--- config.mk ---
export PLATFORM = sky130hd
export DESIGN_NAME = grid_input_ctrl
export DESIGN_NICKNAME = d
export VERILOG_FILES = /design/src/rtl/grid_input_ctrl_pkg.sv /design/src/rtl/grid_input_ctrl_btn_debounce.sv /design/src/rtl/grid_input_ctrl.sv
export SDC_FILE = /design/constraint.sdc
export NUM_CORES = 1
export LEC_CHECK = 0
export BUFFER_PORTS_ARGS = -buffer_cell sky130_fd_sc_hd__buf_2
export CORE_UTILIZATION = 38
export CTS_CLUSTER_DIAMETER = 50
export DETAILED_ROUTE_END_ITERATION = 16
export PLACE_DENSITY = 0.59
export SLEW_MARGIN = 20
export SYNTH_ARGS = -nofsm -noshare
export SYNTH_HDL_FRONTEND = slang
export SYNTH_SLANG_ARGS = --single-unit
export TNS_END_PERCENT = 20
--- constraint.sdc ---
create_clock -name clk -period 3.34 [get_ports clk]
set_input_delay 0.334 -clock clk [delete_from_list [all_inputs] [get_ports clk]]
set_output_delay 0.334 -clock clk [all_outputs]
set_load 0.02 [all_outputs]
--- src/rtl/grid_input_ctrl_pkg.sv ---
// grid_input_ctrl_pkg
//   Shared definitions for the tic-tac-toe input processing unit:
//   FSM state encodings, board geometry defaults and the comparison-only
//   axis mapper used to turn a pixel coordinate into a row/column index.
//   No ports (package).
package grid_input_ctrl_pkg;

  typedef enum logic [1:0] {
    IDLE     = 2'd0,
    MAP      = 2'd1,
    REQ      = 2'd2,
    WAIT_REL = 2'd3
  } state_t;

  localparam int GRID_CELLS = 9;

  localparam int DEF_DEBOUNCE_CYCLES = 500000;
  localparam int DEF_GRID_X0         = 170;
  localparam int DEF_GRID_Y0         = 90;
  localparam int DEF_CELL_W          = 100;
  localparam int DEF_CELL_H          = 100;

  // Result of mapping one axis: hit=1 when the position lies on the board,
  // idx is then the 0..2 column (or row) index.
  typedef struct packed {
    logic       hit;
    logic [1:0] idx;
  } axis_hit_t;

  // Three-band range check along one axis. All edges are formed in 11 bits
  // so origin + 3*size cannot wrap for any 10-bit screen coordinate.
  function automatic axis_hit_t axis_map(input logic [9:0]  pos,
                                         input logic [10:0] origin,
                                         input logic [10:0] size);
    logic [10:0] p;
    logic [10:0] e1;
    logic [10:0] e2;
    logic [10:0] e3;
    axis_hit_t   res;
    p   = {1'b0, pos};
    e1  = origin + size;
    e2  = e1 + size;
    e3  = e2 + size;
    res = '{hit: 1'b0, idx: 2'd0};
    if (p >= origin && p < e1) begin
      res = '{hit: 1'b1, idx: 2'd0};
    end else if (p >= e1 && p < e2) begin
      res = '{hit: 1'b1, idx: 2'd1};
    end else if (p >= e2 && p < e3) begin
      res = '{hit: 1'b1, idx: 2'd2};
    end
    return res;
  endfunction

endpackage

--- src/rtl/grid_input_ctrl_btn_debounce.sv ---
// grid_input_ctrl_btn_debounce
//   Two-flop synchroniser, stability counter and press-edge pulse for the
//   raw click button.
//   Ports:
//     clk      in   system clock
//     rst      in   synchronous reset, active low
//     btn_raw  in   asynchronous button, 1 = pressed
//     level    out  debounced button level
//     press    out  one-cycle pulse when the debounced level rises 0->1
module grid_input_ctrl_btn_debounce
  import grid_input_ctrl_pkg::*;
#(
  parameter int DEBOUNCE_CYCLES = DEF_DEBOUNCE_CYCLES
) (
  input  logic clk,
  input  logic rst,
  input  logic btn_raw,
  output logic level,
  output logic press
);

  localparam int CNT_W = (DEBOUNCE_CYCLES > 1) ? $clog2(DEBOUNCE_CYCLES) : 1;
  localparam logic [CNT_W-1:0] CNT_LAST = CNT_W'(DEBOUNCE_CYCLES - 1);

  logic             r_sync1;
  logic             r_sync2;
  logic             r_vld1;
  logic             r_vld2;
  logic             r_armed;
  logic             r_level;
  logic             r_press;
  logic [CNT_W-1:0] r_cnt;

  always_ff @(posedge clk) begin
    if (!rst) begin
      r_sync1 <= 1'b0;
      r_sync2 <= 1'b0;
      r_vld1  <= 1'b0;
      r_vld2  <= 1'b0;
      r_armed <= 1'b0;
      r_level <= 1'b0;
      r_press <= 1'b0;
      r_cnt   <= '0;
    end else begin
      r_sync1 <= btn_raw;
      r_sync2 <= r_sync1;
      // r_vld2 marks r_sync2 as holding a real button sample rather than
      // the reset fill of the synchroniser.
      r_vld1  <= 1'b1;
      r_vld2  <= r_vld1;
      r_press <= 1'b0;

      // A button held down through reset must be seen released before
      // its debounced rise may count as a press.
      if (r_vld2 && !r_sync2) begin
        r_armed <= 1'b1;
      end

      if (r_sync2 != r_level) begin
        if (r_cnt == CNT_LAST) begin
          r_level <= r_sync2;
          r_cnt   <= '0;
          r_press <= r_sync2 & r_armed;
        end else begin
          r_cnt <= r_cnt + CNT_W'(1);
        end
      end else begin
        r_cnt <= '0;
      end
    end
  end

  assign level = r_level;
  assign press = r_press;

endmodule

--- src/rtl/grid_input_ctrl.sv ---
// grid_input_ctrl
//   Input processing unit: debounces the click button, latches the cursor
//   at the press, maps it onto the 3x3 board and raises ipu_int until the
//   processor acknowledges.
//   Ports:
//     clk         in   system clock
//     rst         in   synchronous reset, active low
//     btn         in   raw click button, 1 = pressed
//     cursor_x    in   cursor pixel column 0..639
//     cursor_y    in   cursor pixel row 0..479
//     int_ack     in   interrupt acknowledge from the processor
//     ipu_int     out  interrupt request
//     grid_coord  out  cell index row*3+col, stable while ipu_int=1
module grid_input_ctrl
  import grid_input_ctrl_pkg::*;
#(
  parameter int DEBOUNCE_CYCLES = DEF_DEBOUNCE_CYCLES,
  parameter int GRID_X0         = DEF_GRID_X0,
  parameter int GRID_Y0         = DEF_GRID_Y0,
  parameter int CELL_W          = DEF_CELL_W,
  parameter int CELL_H          = DEF_CELL_H
) (
  input  logic       clk,
  input  logic       rst,
  input  logic       btn,
  input  logic [9:0] cursor_x,
  input  logic [9:0] cursor_y,
  input  logic       int_ack,
  output logic       ipu_int,
  output logic [3:0] grid_coord
);

  localparam logic [10:0] X0 = 11'(GRID_X0);
  localparam logic [10:0] Y0 = 11'(GRID_Y0);
  localparam logic [10:0] CW = 11'(CELL_W);
  localparam logic [10:0] CH = 11'(CELL_H);

  state_t     r_state;
  state_t     w_state_next;
  logic [9:0] r_lat_x;
  logic [9:0] r_lat_y;
  logic [3:0] r_grid_coord;

  logic       w_level;
  logic       w_press;
  axis_hit_t  w_col;
  axis_hit_t  w_row;
  logic       w_inside;
  logic [3:0] w_cell;

  grid_input_ctrl_btn_debounce #(
    .DEBOUNCE_CYCLES(DEBOUNCE_CYCLES)
  ) u_debounce (
    .clk    (clk),
    .rst    (rst),
    .btn_raw(btn),
    .level  (w_level),
    .press  (w_press)
  );

  // Mapper works on the latched position, so the cursor may keep moving
  // while the MAP cycle evaluates.
  assign w_col    = axis_map(r_lat_x, X0, CW);
  assign w_row    = axis_map(r_lat_y, Y0, CH);
  assign w_inside = w_col.hit & w_row.hit;
  assign w_cell   = ({2'b00, w_row.idx} * 4'd3) + {2'b00, w_col.idx};

  // State register plus the position latch and cell register.
  always_ff @(posedge clk) begin
    if (!rst) begin
      r_state      <= IDLE;
      r_lat_x      <= '0;
      r_lat_y      <= '0;
      r_grid_coord <= '0;
    end else begin
      r_state <= w_state_next;
      if (r_state == IDLE && w_press) begin
        r_lat_x <= cursor_x;
        r_lat_y <= cursor_y;
      end
      // Off-board clicks leave the previous cell visible.
      if (r_state == MAP && w_inside) begin
        r_grid_coord <= w_cell;
      end
    end
  end

  // Next-state logic. Presses outside IDLE are simply not looked at, and
  // WAIT_REL keeps a held button from producing a second request.
  always_comb begin
    w_state_next = r_state;
    case (r_state)
      IDLE:     if (w_press) w_state_next = MAP;
      MAP:      w_state_next = w_inside ? REQ : IDLE;
      REQ:      if (int_ack) w_state_next = WAIT_REL;
      WAIT_REL: if (!w_level) w_state_next = IDLE;
      default:  w_state_next = IDLE;
    endcase
  end

  // Outputs.
  always_comb begin
    ipu_int    = (r_state == REQ);
    grid_coord = r_grid_coord;
  end

endmodule
# == Yosys cells after proc, flatten, opt, wreduce, memory -nomap -nowiden ==
# Cells that the tools add are included.
# totals
register_bits,52
input_bits,24
out_inout_bits,5
word_cells,66
# classes
add_sub_neg,2
multipliers,1
order_cmp,12
n_eq_ne,8
mux,12
bitwise_logic,4
reduce_logical,15
# ops
operator,count
$lt 10x9->1 const B,5
$ge 10x9->1 const B,3
$ge 10x8->1 const B,2
$add 19x1->19 const B,1
$eq 19x19->1 const B,1
$mux 3,6
$ge 10x7->1 const B,1
$lt 10x8->1 const B,1
$logic_and 1x1->1,9
$mux 2,4
$pmux 2 s4,1
$reduce_and 3->1,2
$add 4x2->4,1
$eq 2x2->1 const B,2
$mul 2x2->4 const B,1
$ne 2x2->1 const B,2
$reduce_or 3->1,1
$and 1x1->1,2
$eq 2x1->1 const B,1
$logic_not 2->1,1
$ne 2x1->1 const B,1
$not 1->1,2
$reduce_and 2->1,1
$logic_not 1->1,1
other kinds (2),2

# == Logic depth before layout (Yosys ltp) ==
# Gate-level depths: netlist of run 1.
# depth
depth_word,8
mapped_depth,10
depth_no_buf,9

# == Modules after synthesis ==
# A second synthesis of run 1 with hierarchy kept.
# hier_totals
cells_unflattened,283
area_unflattened_um2,2374.8
# by_module_without_submodules
mod,n_inst,cells_per_inst,area_each_um2,seq_area_each_um2
grid_input_ctrl,1,164,1251.2,480.5
grid_input_ctrl_btn_debounce,1,119,1123.6,520.5

# == Least setup slack after synthesis of run 1 ==
# No wires, ideal clock.
# synth_path
path_kind,flip-flop to flip-flop
startpoint,register r_lat_y[5]
endpoint,"register r_grid_coord[2], in the netlist grid_coord[2]"
setup_time_ns,0.072
t_arrival_ns,2.547
required_ns,3.268
slack_ns,0.722
path_stages_with_launch,9
path_cell_list,dfxtp_1 -> o41a_1 -> nor2_1 -> o41ai_1 -> fa_1 -> ha_1 -> fa_1 -> nand2_1 -> mux2i_1
# synth_via
elab_chain_len,7
# synth_rtl
item,line,source
from (decl),grid_input_ctrl.sv:41,logic [9:0] r_lat_y;
from (signal assigned),grid_input_ctrl.sv:79,r_lat_y <= cursor_y;
$ge 10x9->1 / $lt 10x9->1 (equally long branches),grid_input_ctrl_pkg.sv:49,end else if (p >= e2 && p < e3) begin
$logic_and 1x1->1,grid_input_ctrl_pkg.sv:49,
$mux 3,grid_input_ctrl_pkg.sv:49,
$mux 3,grid_input_ctrl_pkg.sv:47,end else if (p >= e1 && p < e2) begin
$mux 3 (*),grid_input_ctrl_pkg.sv:45,if (p >= origin && p < e1) begin
$mul 2x2->4 (*),grid_input_ctrl.sv:66,"assign w_cell = ({2'b00, w_row.idx} * 4'd3) + {2'b00, w_col.idx};"
$add 4x2->4 (*),grid_input_ctrl.sv:66,
via w_cell[2],grid_input_ctrl.sv:49,logic [3:0] w_cell;
to (signal assigned),grid_input_ctrl.sv:83,r_grid_coord <= w_cell;
to (decl),grid_input_ctrl.sv:42,logic [3:0] r_grid_coord;
# Mark *: on every way through the listed nets, which the timed path passes. The rest lies on a longest branch.
# A chain may end at the register's enable or synchronous reset.

# == Final worst setup path of run 1 ==
# Ends and elaborated chain as after synthesis.

==> flow_metrics.py, run 1 <==
metrics = {
    "run_status": {
        "outcome": "finished, final reports clean",
    },
    "grt": {
        "grtUsageTotal": 0.1435,
        "grt_start_max_net_pins": 37,
        "grt_first_pass_wirelength_um": 7079,
        "grt-ovfl-total": 0,
        "antenna_found_initial": 0,
        "grt_pass1_vias": 1551,
    },
    "floorplanning": {
        "die_area_sq_um": 6374,
        "fp-row-count": 27,
        "start_util": 0.4056,
        "die_w_um": 79.84,
        "io_pins": 29,
        "die-height_um": 79.84,
        "core_region_area_sq_um": 5675,
    },
    "layout": {
        "final.fill_count": 574,
        "multiInputGateArea_sq_um": 1207,
        "fin_cells": 361,
        "syn2layout_area_growth_pct": 12.93,
        "seqCellArea_sq_um": 1001,
        "n_antenna_cell": 0,
        "drive_above_1_share": 0.1280,
        "fin_nets": 317,
    },
    "route": {
        "dr.pass1.iters": 4,
        "drc": 0,
        "vias_per_cell": 4.953,
        "drtIter0Drc": 79,
        "drtAntennaViolNets": 0,
        "via_count": 1788,
        "wl_um": 4195,
        "wl_per_cell_um": 11.62,
    },
    "synth": {
        "synthTopCellsByArea": "dfxtp_1 43%, nand2_1 8.3%, a21boi_1 5.9%, nor2_1 4.6%, xnor2_1 4.2%",
        "syn_avg_cell_area_sq_um": 8.623,
        "synthDominantAreaCellType": "dfxtp_1",
        "synth_top_area_frac": 0.4348,
        "syn-cell-area_sq_um": 2302,
        "mappedNetlistNets": 296,
        "async_flop_share": 0,
        "synth_cell_type_count": 43,
        "synth_seq_cells": 50,
        "seq_area_frac_synth": 0.4348,
        "yosys_warnings": 0,
        "synth_edf_count": 0,
        "syn_inst": 267,
        "ys.flop_type": "dfxtp_1",
    },
    "clock_tree": {
        "clkTransAtPathRegs_ns": 0.09,
        "cts_resized": 0,
        "cts_tree": "yes",
        "cts_max_level": 2,
        "cts_max_path_buffers": 2,
        "clk_latency_ns": 0.31,
        "cts_root_buf": "clkbuf_8",
        "cts_setup_buffers": 0,
        "cts_hold_buf": 0,
        "cts_sinks": 50,
        "numCtsBuffers": 5,
    },
    "timing": {
        "skew_ns": 0.005998,
        "max_freq_ghz": 0.3423,
        "finalHoldViolations": 0,
        "final_max_slew_viol_count": 0,
        "finalSetupViolations": 0,
        "max-slew-margin-rel": 0.3672,
        "worst_pin_slew_ns": 0.9369,
        "rsz0062_at_grt": "false",
        "final.setup.tns_ns": 0,
        "finalCritPeriodShare": 0.8747,
        "min_period_ns": 2.922,
        "hold_ws_ns": 0.2217,
    },
    "worst_setup_path": {
        "cp.arrival_ns": 3.17,
        "worstPathMaxFanout": 5,
        "crit_chain": "o41a_1 > nor2_1 > o41ai_1 > fa_1 > ha_1 > fa_1 > nand2_1 > mux2i_1",
        "crit_top_cell": "fa_1",
        "critPathSlowestCell": "o41ai_1",
        "slowest_delay_ns": 0.76,
        "startpoint_type": "register",
        "cp.buffers_inverters": 0,
        "crit_type": "reg -> reg",
        "crit_family": "adder cells",
        "crit_required_ns": 3.59,
        "setup.worst_path.end_class": "register",
    },
    "place": {
        "portBuffers": 26,
        "gp_congestion": 0.7407,
        "dp_hpwl_um": 2905,
        "placed_cells": 353,
    },
    "power": {
        "ir_drop_mv": 0.2006,
        "leakagePower_nw": 0.9522,
        "powerDensity_nw_per_um2": 436.0,
    },
    "flow_run": {
        "cap_violations": 0,
    },
    "worst_hold_path": {
        "hold_path.class": "in -> reg",
    },
}
-- final cells by class --
| cell class | count | area share |
|---|---|---|
| repair buffers | 27 | 0.05294 |
| flip-flops and latches | 50 | 0.3850 |
| clock inverters | 3 | 0.02647 |
| well taps | 72 | 0.03465 |
| clock buffers | 5 | 0.02647 |
| multi-input cells | 197 | 0.4644 |
| inverters | 7 | 0.01011 |
-- logic make-up (layout without fill, tap and decap cells) --
family,Yosys count,count (layout),share of synthesized area
flip-flops,50,50,0.4348
multiplexers,5,5,0.02174
XOR/XNOR,18,18,0.06848
AND/OR/NAND/NOR,128,128,0.2679
adder cells (fa/ha/maj),5,5,0.03370
AO/OA/AOI/OAI,41,41,0.1326
buffers and inverters,20,42,0.04077
-- cell usage in the layout (no fill, tap or decap), types with 5 or more instances in the layout --
cell type,instances
mux2i_1,5
nand2_1,51
a21boi_1,18
and2_1,5
clkbuf_8,5
nand3_1,10
buf_2,26
nor2b_1,7
inv_1,7
dfxtp_1,50
xor2_1,7
nor2_1,28
xnor2_1,11
-- Yosys cell counts, drive strengths merged (4+ instances only) --
cell type   n
inv         7
nor2b       7
xnor2      11
mux2i       5
a21boi     19
xor2        7
dfxtp      50
nor3        4
and2        5
nor2       28
clkbuf     10
nand3      10
nand2      51
and4        4
nand4       4
-- power breakdown --
group,internal (mW),switching [mW],total (mW),leakage [nW]
registers,0.599,0.00145,0.601,0.404
logic,0.0144,0.0113,0.0257,0.480
clock network,0.300,0.207,0.507,0.0683
total,0.913,0.220,1.13,0.952
-- sequential cells by signal, indices dropped and copies added (netlist names), named ones only --
| register | cells |
|---|---|
| u_debounce.r_cnt | 19 |
| r_lat_x | 9 |
| r_lat_y | 9 |
| grid_coord | 4 |
| r_state | 1 |
| u_debounce.level | 1 |
| u_debounce.press | 1 |
| u_debounce.r_armed | 1 |
| u_debounce.r_sync1 | 1 |
| u_debounce.r_sync2 | 1 |
| u_debounce.r_vld1 | 1 |
| u_debounce.r_vld2 | 1 |
-- worst paths after layout --
| check | slack, ns | depth (start not counted) | to | startpoint |
|---|---|---|---|---|
| min | 0.22 | 2 | u_debounce.r_sync1 | btn |
| max reg2reg | 0.42 | 8 | grid_coord[2] | r_lat_y[5] |
| max | 0.42 | 8 | grid_coord[2] | r_lat_y[5] |
| min reg2reg | 0.44 | 1 | u_debounce.r_sync2 | u_debounce.r_sync1 |
-- worst register-to-register path, cell delays in order, from the launching register on --
cell	delay, ns
dfxtp_1	0.42
o41a_1	0.21
nor2_1	0.05
o41ai_1	0.76
fa_1	0.54
ha_1	0.22
fa_1	0.48
nand2_1	0.05
mux2i_1	0.13
-- routing by layer --
layer  vias to the layer above  wire length (um)  track usage
met4                         0                79      0.06964
met2                        26              1735       0.2103
met3                         7               166      0.03543
met5                         -                 0            0
li1                        942                 -            -
met1                       813              2213       0.1951
-- per-stage QoR --
step	setup slack, ns	utilization	power (mW)	area [sq um]
2_1_floorplan	0.7215	-	0.6271	2302
3_5_place_dp	0.4304	0.4339	0.6408	2462
5_1_grt	0.1849	0.4581	1.170	2600
6_report	0.4185	0.4581	1.134	2600
3_3_place_gp	0.4573	0.4339	0.6405	2462
4_1_cts	0.4192	0.4581	1.151	2600
No activity file was read; power rests on OpenSTA's default activity.
==> run 2: changes to the inputs <==
Settings changed: CORE_UTILIZATION 38 to 40, PLACE_DENSITY 0.59 to default.
==> flow_metrics.py, run 2 (same netlist as run 1, synthesis figures left out) <==
metrics = {
    "run_status": {
        "outcome": "finished, final reports clean",
    },
    "place": {
        "portBuffers": 26,
        "dp_hpwl_um": 2809,
        "gp_congestion": 0.7962,
        "placedInstanceArea_sq_um": 2462,
    },
    "timing": {
        "finalCritPeriodShare": 0.8563,
        "worst_pin_slew_ns": 0.8963,
        "final.setup.tns_ns": 0,
        "finalHoldViolations": 0,
        "max-slew-margin-rel": 0.3947,
        "skew_ns": 0.006657,
        "final_max_slew_viol_count": 0,
        "min_period_ns": 2.860,
        "rsz0062_at_grt": "false",
        "finalSetupViolations": 0,
        "hold_ws_ns": 0.2295,
        "max_freq_ghz": 0.3497,
    },
    "route": {
        "wl_um": 4112,
        "drtIter0Drc": 92,
        "drc": 0,
        "dr.pass1.iters": 4,
        "vias_per_cell": 4.906,
        "via_count": 1771,
        "wl_per_cell_um": 11.39,
        "drtAntennaViolNets": 0,
    },
    "worst_setup_path": {
        "cp.buffers_inverters": 0,
        "critPathSlowestCell": "o41ai_1",
        "crit_required_ns": 3.58,
        "ff2ff_setup_slack_ns": 0.48,
        "cp.arrival_ns": 3.10,
        "worstPathMaxFanout": 5,
        "slowest_delay_ns": 0.73,
        "crit_type": "reg -> reg",
        "crit_family": "adder cells",
        "setup.worst_path.end_class": "register",
        "crit_chain": "o41a_1 > nor2_1 > o41ai_1 > fa_1 > ha_1 > fa_1 > nand2_1 > mux2i_1",
        "crit_top_cell": "fa_1",
        "startpoint_type": "register",
    },
    "grt": {
        "antenna_found_initial": 0,
        "grtUsageTotal": 0.1480,
        "grt_pass1_vias": 1615,
        "grt_first_pass_wirelength_um": 7148,
        "grt-ovfl-total": 0,
        "grt_start_max_net_pins": 37,
    },
    "power": {
        "powerDensity_nw_per_um2": 387.1,
        "leakagePower_nw": 0.9246,
        "report.power.total_uw": 989.1,
        "ir_drop_mv": 0.2753,
    },
    "layout": {
        "n_antenna_cell": 0,
        "multiInputGateArea_sq_um": 1207,
        "drive_above_1_share": 0.1280,
        "final.fill_count": 569,
        "mostFrequentLayoutCell": "nand2_1",
        "syn2layout_area_growth_pct": 10.98,
        "largest_reg_flops": 19,
        "top_register": "u_debounce.r_cnt",
        "fin_area_sq_um": 2555,
        "layout_common_cells": "51 x nand2_1, 50 x dfxtp_1, 28 x nor2_1, 26 x buf_2, 18 x a21boi_1",
        "reg_top3": "u_debounce.r_cnt (19), r_lat_x (9), r_lat_y (9)",
        "seqCellArea_sq_um": 1001,
        "fin_nets": 317,
    },
    "floorplanning": {
        "die_w_um": 77.87,
        "die_area_sq_um": 6063,
        "fp-row-count": 27,
        "core_region_area_sq_um": 5540,
        "die-height_um": 77.87,
        "start_util": 0.4155,
        "io_pins": 29,
    },
    "clock_tree": {
        "clkTransAtPathRegs_ns": 0.10,
        "cts_root_buf": "clkbuf_8",
        "cts_sinks": 50,
        "clk_latency_ns": 0.30,
        "cts_resized": 0,
        "cts_hold_buf": 0,
        "numCtsBuffers": 5,
        "cts_setup_buffers": 0,
        "cts_tree": "yes",
        "cts_max_path_buffers": 2,
        "cts_max_level": 2,
    },
    "flow_run": {
        "cap_violations": 0,
    },
    "worst_hold_path": {
        "hold_path.class": "in -> reg",
    },
}
-- run 2: cell types whose count changed in the layout (fill, tap and decap cells not counted), sizes merged --
cell and change:
clkinvlp +2, inv +1, clkinv -1, bufinv -2
-- run 2: final cells by class --
class                      instances  area share
clock inverter                     3    0.009305
tap                               72     0.03526
inverter                           7     0.01028
multi-input combinational        197      0.4726
timing repair buffer              27     0.05387
sequential                        50      0.3918
clock buffer                       5     0.02693
-- run 2: metal layers --
metal,global-route usage,routed length [um],vias to the layer above
met1,0.2014,2131,808
met4,0.05094,29,0
met2,0.2168,1784,24
met5,0,0,-
li1,-,-,937
met3,0.04941,167,2
-- run 2: power by group --
part	total (mW)	switching [mW]	internal, mW
clock	0.363	0.213	0.150
sequential	0.601	0.00133	0.599
combinational	0.0255	0.0112	0.0144
-- run 2: path summary, 6_finish.rpt --
kind	endpoint	from	depth (start not counted)
setup / recovery	grid_coord[2]	r_lat_y[5]	8
hold / removal	u_debounce.r_sync1	btn	2
setup reg to reg	grid_coord[2]	r_lat_y[5]	8
hold reg to reg	u_debounce.r_vld2	u_debounce.r_vld1	1
-- run 2: stage by stage --
stage,utilization,setup WS (ns),std cells
2_1_floorplan,-,0.7215,267
3_3_place_gp,0.4444,0.5275,353
3_5_place_dp,0.4444,0.4615,353
4_1_cts,0.4612,0.4433,361
5_1_grt,0.4612,0.1384,361
6_report,0.4612,0.4800,361
==> run 3: changes to the inputs <==
Settings changed: ABC_AREA from default to 1.
==> flow_metrics.py, run 3 <==
metrics = {
    "grt": {
        "grt_start_max_net_pins": 30,
        "grtUsageTotal": 0.1585,
        "antenna_found_initial": 0,
        "grt_first_pass_wirelength_um": 8135,
        "use_met3": 0.03708,
        "grt-ovfl-total": 0,
        "met2_usage": 0.2866,
        "grt_pass1_vias": 2013,
        "gr-usage-met1": 0.1815,
        "busiest_layer": "met2",
    },
    "power": {
        "clockPowerShare": 0.369,
        "internal_power_uw": 778.5,
        "powerDensity_nw_per_um2": 356.7,
        "report.power.total_uw": 993.8,
        "p_comb_frac": 0.027,
        "p_sw_uw": 215.3,
        "seq_power_share": 0.605,
        "swShare": 0.2166,
        "leakagePower_nw": 1.271,
        "ir_drop_mv": 0.1970,
    },
    "worst_hold_path": {
        "min_path_cells": 3,
        "worstHoldEndpoint": "u_debounce.r_sync1",
        "min_from": "btn",
        "hold_path.class": "in -> reg",
    },
    "clock_tree": {
        "cts_tree": "yes",
        "clkTransAtPathRegs_ns": 0.09,
        "numCtsBuffers": 5,
        "cts_hold_buf": 0,
        "cts_max_level": 2,
        "cts_root_buf": "clkbuf_8",
        "cts_sinks": 50,
        "clk_latency_ns": 0.30,
        "cts_resized": 0,
        "cts_max_path_buffers": 2,
        "cts_setup_buffers": 0,
    },
    "floorplanning": {
        "io_pins": 29,
        "fp-row-count": 28,
        "core_region_area_sq_um": 5991,
        "die_w_um": 81.08,
        "die-height_um": 81.08,
        "start_util": 0.4175,
        "die_area_sq_um": 6573,
    },
    "synth": {
        "netlist_top_cells_count": "68 x nand2_1, 60 x inv_1, 58 x nor2_1, 50 x dfxtp_1, 23 x a21oi_1",
        "synth_fa_ha_area_frac": 0.03102,
        "synth_edf_count": 0,
        "mappedNetlistNets": 388,
        "synth_seq_cells": 50,
        "synthMuxAreaShare": 0,
        "synthDominantAreaCellType": "dfxtp_1",
        "synthTopCellsByArea": "dfxtp_1 40%, nand2_1 10%, inv_1 9.0%, nor2_1 8.7%, a21oi_1 4.6%",
        "synth_xor_area_frac": 0.01751,
        "synth_cell_type_count": 32,
        "synth_top_family_by_area": "simple AND/OR/NAND/NOR gates",
        "synth_compound_area_frac": 0.1031,
        "seq_area_frac_synth": 0.4002,
        "syn_avg_cell_area_sq_um": 6.967,
        "syn-cell-area_sq_um": 2501,
        "syn_inst": 359,
        "async_flop_share": 0,
        "ys.flop_type": "dfxtp_1",
        "synth_top_area_frac": 0.4002,
        "yosys_warnings": 0,
        "synth.most_common_cell": "nand2_1",
        "synthSimpleGateAreaFrac": 0.3417,
    },
    "layout": {
        "utilization": 0.4651,
        "largest_reg_flops": 19,
        "syn2layout_area_growth_pct": 11.41,
        "mostFrequentLayoutCell": "nand2_1",
        "n_antenna_cell": 0,
        "fin_cells": 461,
        "final.fill_count": 626,
        "top_register": "u_debounce.r_cnt",
        "fin_nets": 414,
        "reg_top3": "u_debounce.r_cnt (19), r_lat_x (9), r_lat_y (9)",
        "drive_above_1_share": 0.1399,
        "fin_area_sq_um": 2786,
        "layout_common_cells": "68 x nand2_1, 60 x inv_1, 58 x nor2_1, 50 x dfxtp_1, 26 x buf_2",
    },
    "route": {
        "wl_um": 4717,
        "drtIter0Drc": 38,
        "vias_per_cell": 4.688,
        "drtAntennaViolNets": 0,
        "dr.pass1.iters": 4,
        "via_count": 2161,
        "wl_per_cell_um": 10.23,
        "drc": 0,
    },
    "worst_setup_path": {
        "crit_type": "reg -> reg",
        "crit_required_ns": 3.59,
        "startpoint_type": "register",
        "setup.worst_path.end_class": "register",
        "ff2ff_path_depth": 15,
        "ff2ff_setup_slack_ns": 0.85,
        "worstPathMaxFanout": 3,
        "cp.arrival_ns": 2.74,
        "reg2reg_to": "grid_coord[2]",
        "regToRegStartpoint": "r_lat_y[3]",
    },
    "run_status": {
        "outcome": "finished, final reports clean",
    },
    "timing": {
        "finalSetupViolations": 0,
        "min_period_ns": 2.491,
        "final.setup.tns_ns": 0,
        "max_freq_ghz": 0.4014,
        "skew_ns": 0.01122,
        "hold_ws_ns": 0.2353,
        "finalHoldViolations": 0,
        "finalCritPeriodShare": 0.7459,
        "rsz0062_at_grt": "false",
        "worst_pin_slew_ns": 0.7498,
        "fin_ws_ns": 0.8487,
        "max-slew-margin-rel": 0.4996,
        "final_max_slew_viol_count": 0,
    },
    "place": {
        "placedInstanceArea_sq_um": 2691,
        "gp_congestion": 0.8521,
        "pre_cts_ws_ns": 0.8460,
        "portBuffers": 26,
        "dp_hpwl_um": 3491,
        "placed_cells": 453,
    },
    "flow_run": {
        "cap_violations": 0,
    },
}
-- run 3: changes by cell type in the layout (fill, tap and decap cells not counted), moves of 5 or more --
| cell | before | now |
|---|---|---|
| nor2b_1 | 7 | 0 |
| nor2_1 | 28 | 58 |
| xnor2_1 | 11 | 1 |
| a21oi_1 | 3 | 23 |
| and2_1 | 5 | 0 |
| nand3_1 | 10 | 17 |
| mux2i_1 | 5 | 0 |
| o21ai_0 | 3 | 22 |
| nand2_1 | 51 | 68 |
| inv_1 | 7 | 60 |
| a21boi_1 | 18 | 0 |
-- run 3: power by group through the flow --
stage	sequential [mW]	clock [mW]	combinational, mW
2_1_floorplan	0.615	0	0.0136
3_3_place_gp	0.615	0	0.0266
3_5_place_dp	0.615	0	0.0270
4_1_cts	0.601	0.383	0.0271
5_1_grt	0.602	0.407	0.0311
6_report	0.601	0.366	0.0267
-- run 3: cells by family after synthesis --
logic type | Yosys count
fa+ha+maj | 5
flops | 50
simple gates | 181
xor+xnor | 5
buf+inv | 69
compound gates | 49
-- run 3: worst max path at each step --
stage                    start  slack, ns            end  cells past startpoint
global placement    r_lat_y[3]       0.87  grid_coord[2]                     15
global route        r_lat_y[4]       0.57  grid_coord[2]                     15
detailed placement  r_lat_y[4]       0.85  grid_coord[2]                     15
finish              r_lat_y[3]       0.85  grid_coord[2]                     15
CTS                 r_lat_y[4]       0.82  grid_coord[2]                     15
floorplan           r_lat_y[3]       1.04  grid_coord[2]                     15
-- run 3: per-layer routing --
metal / routed length (um) / vias up
li1: - / 1187
met1: 2293 / 946
met2: 2234 / 22
met3: 122 / 6
met4: 67 / 0
met5: 0 / -
-- run 3: area by class of cell --
class                   count  area (sq um)  area share
multi-input cells         240          1234      0.4427
flip-flops and latches     50          1001      0.3592
inverters                  62         232.7     0.08352
repair buffers             26         130.1     0.04670
well taps                  75         93.84     0.03368
clock buffers               6         82.58     0.02964
clock inverters             2         12.51    0.004490
-- run 3: worst max-delay path, cell delays in order (launching register included) --
cell,delay [ns]
dfxtp_1,0.33
nor2_1,0.18
nand2_1,0.07
nand2_1,0.06
nand2_1,0.05
nand2_1,0.07
nand2_1,0.05
nand2_1,0.10
inv_1,0.10
fa_1,0.48
ha_1,0.22
fa_1,0.48
inv_1,0.04
nand4_1,0.08
nand2_1,0.06
nor2_1,0.09
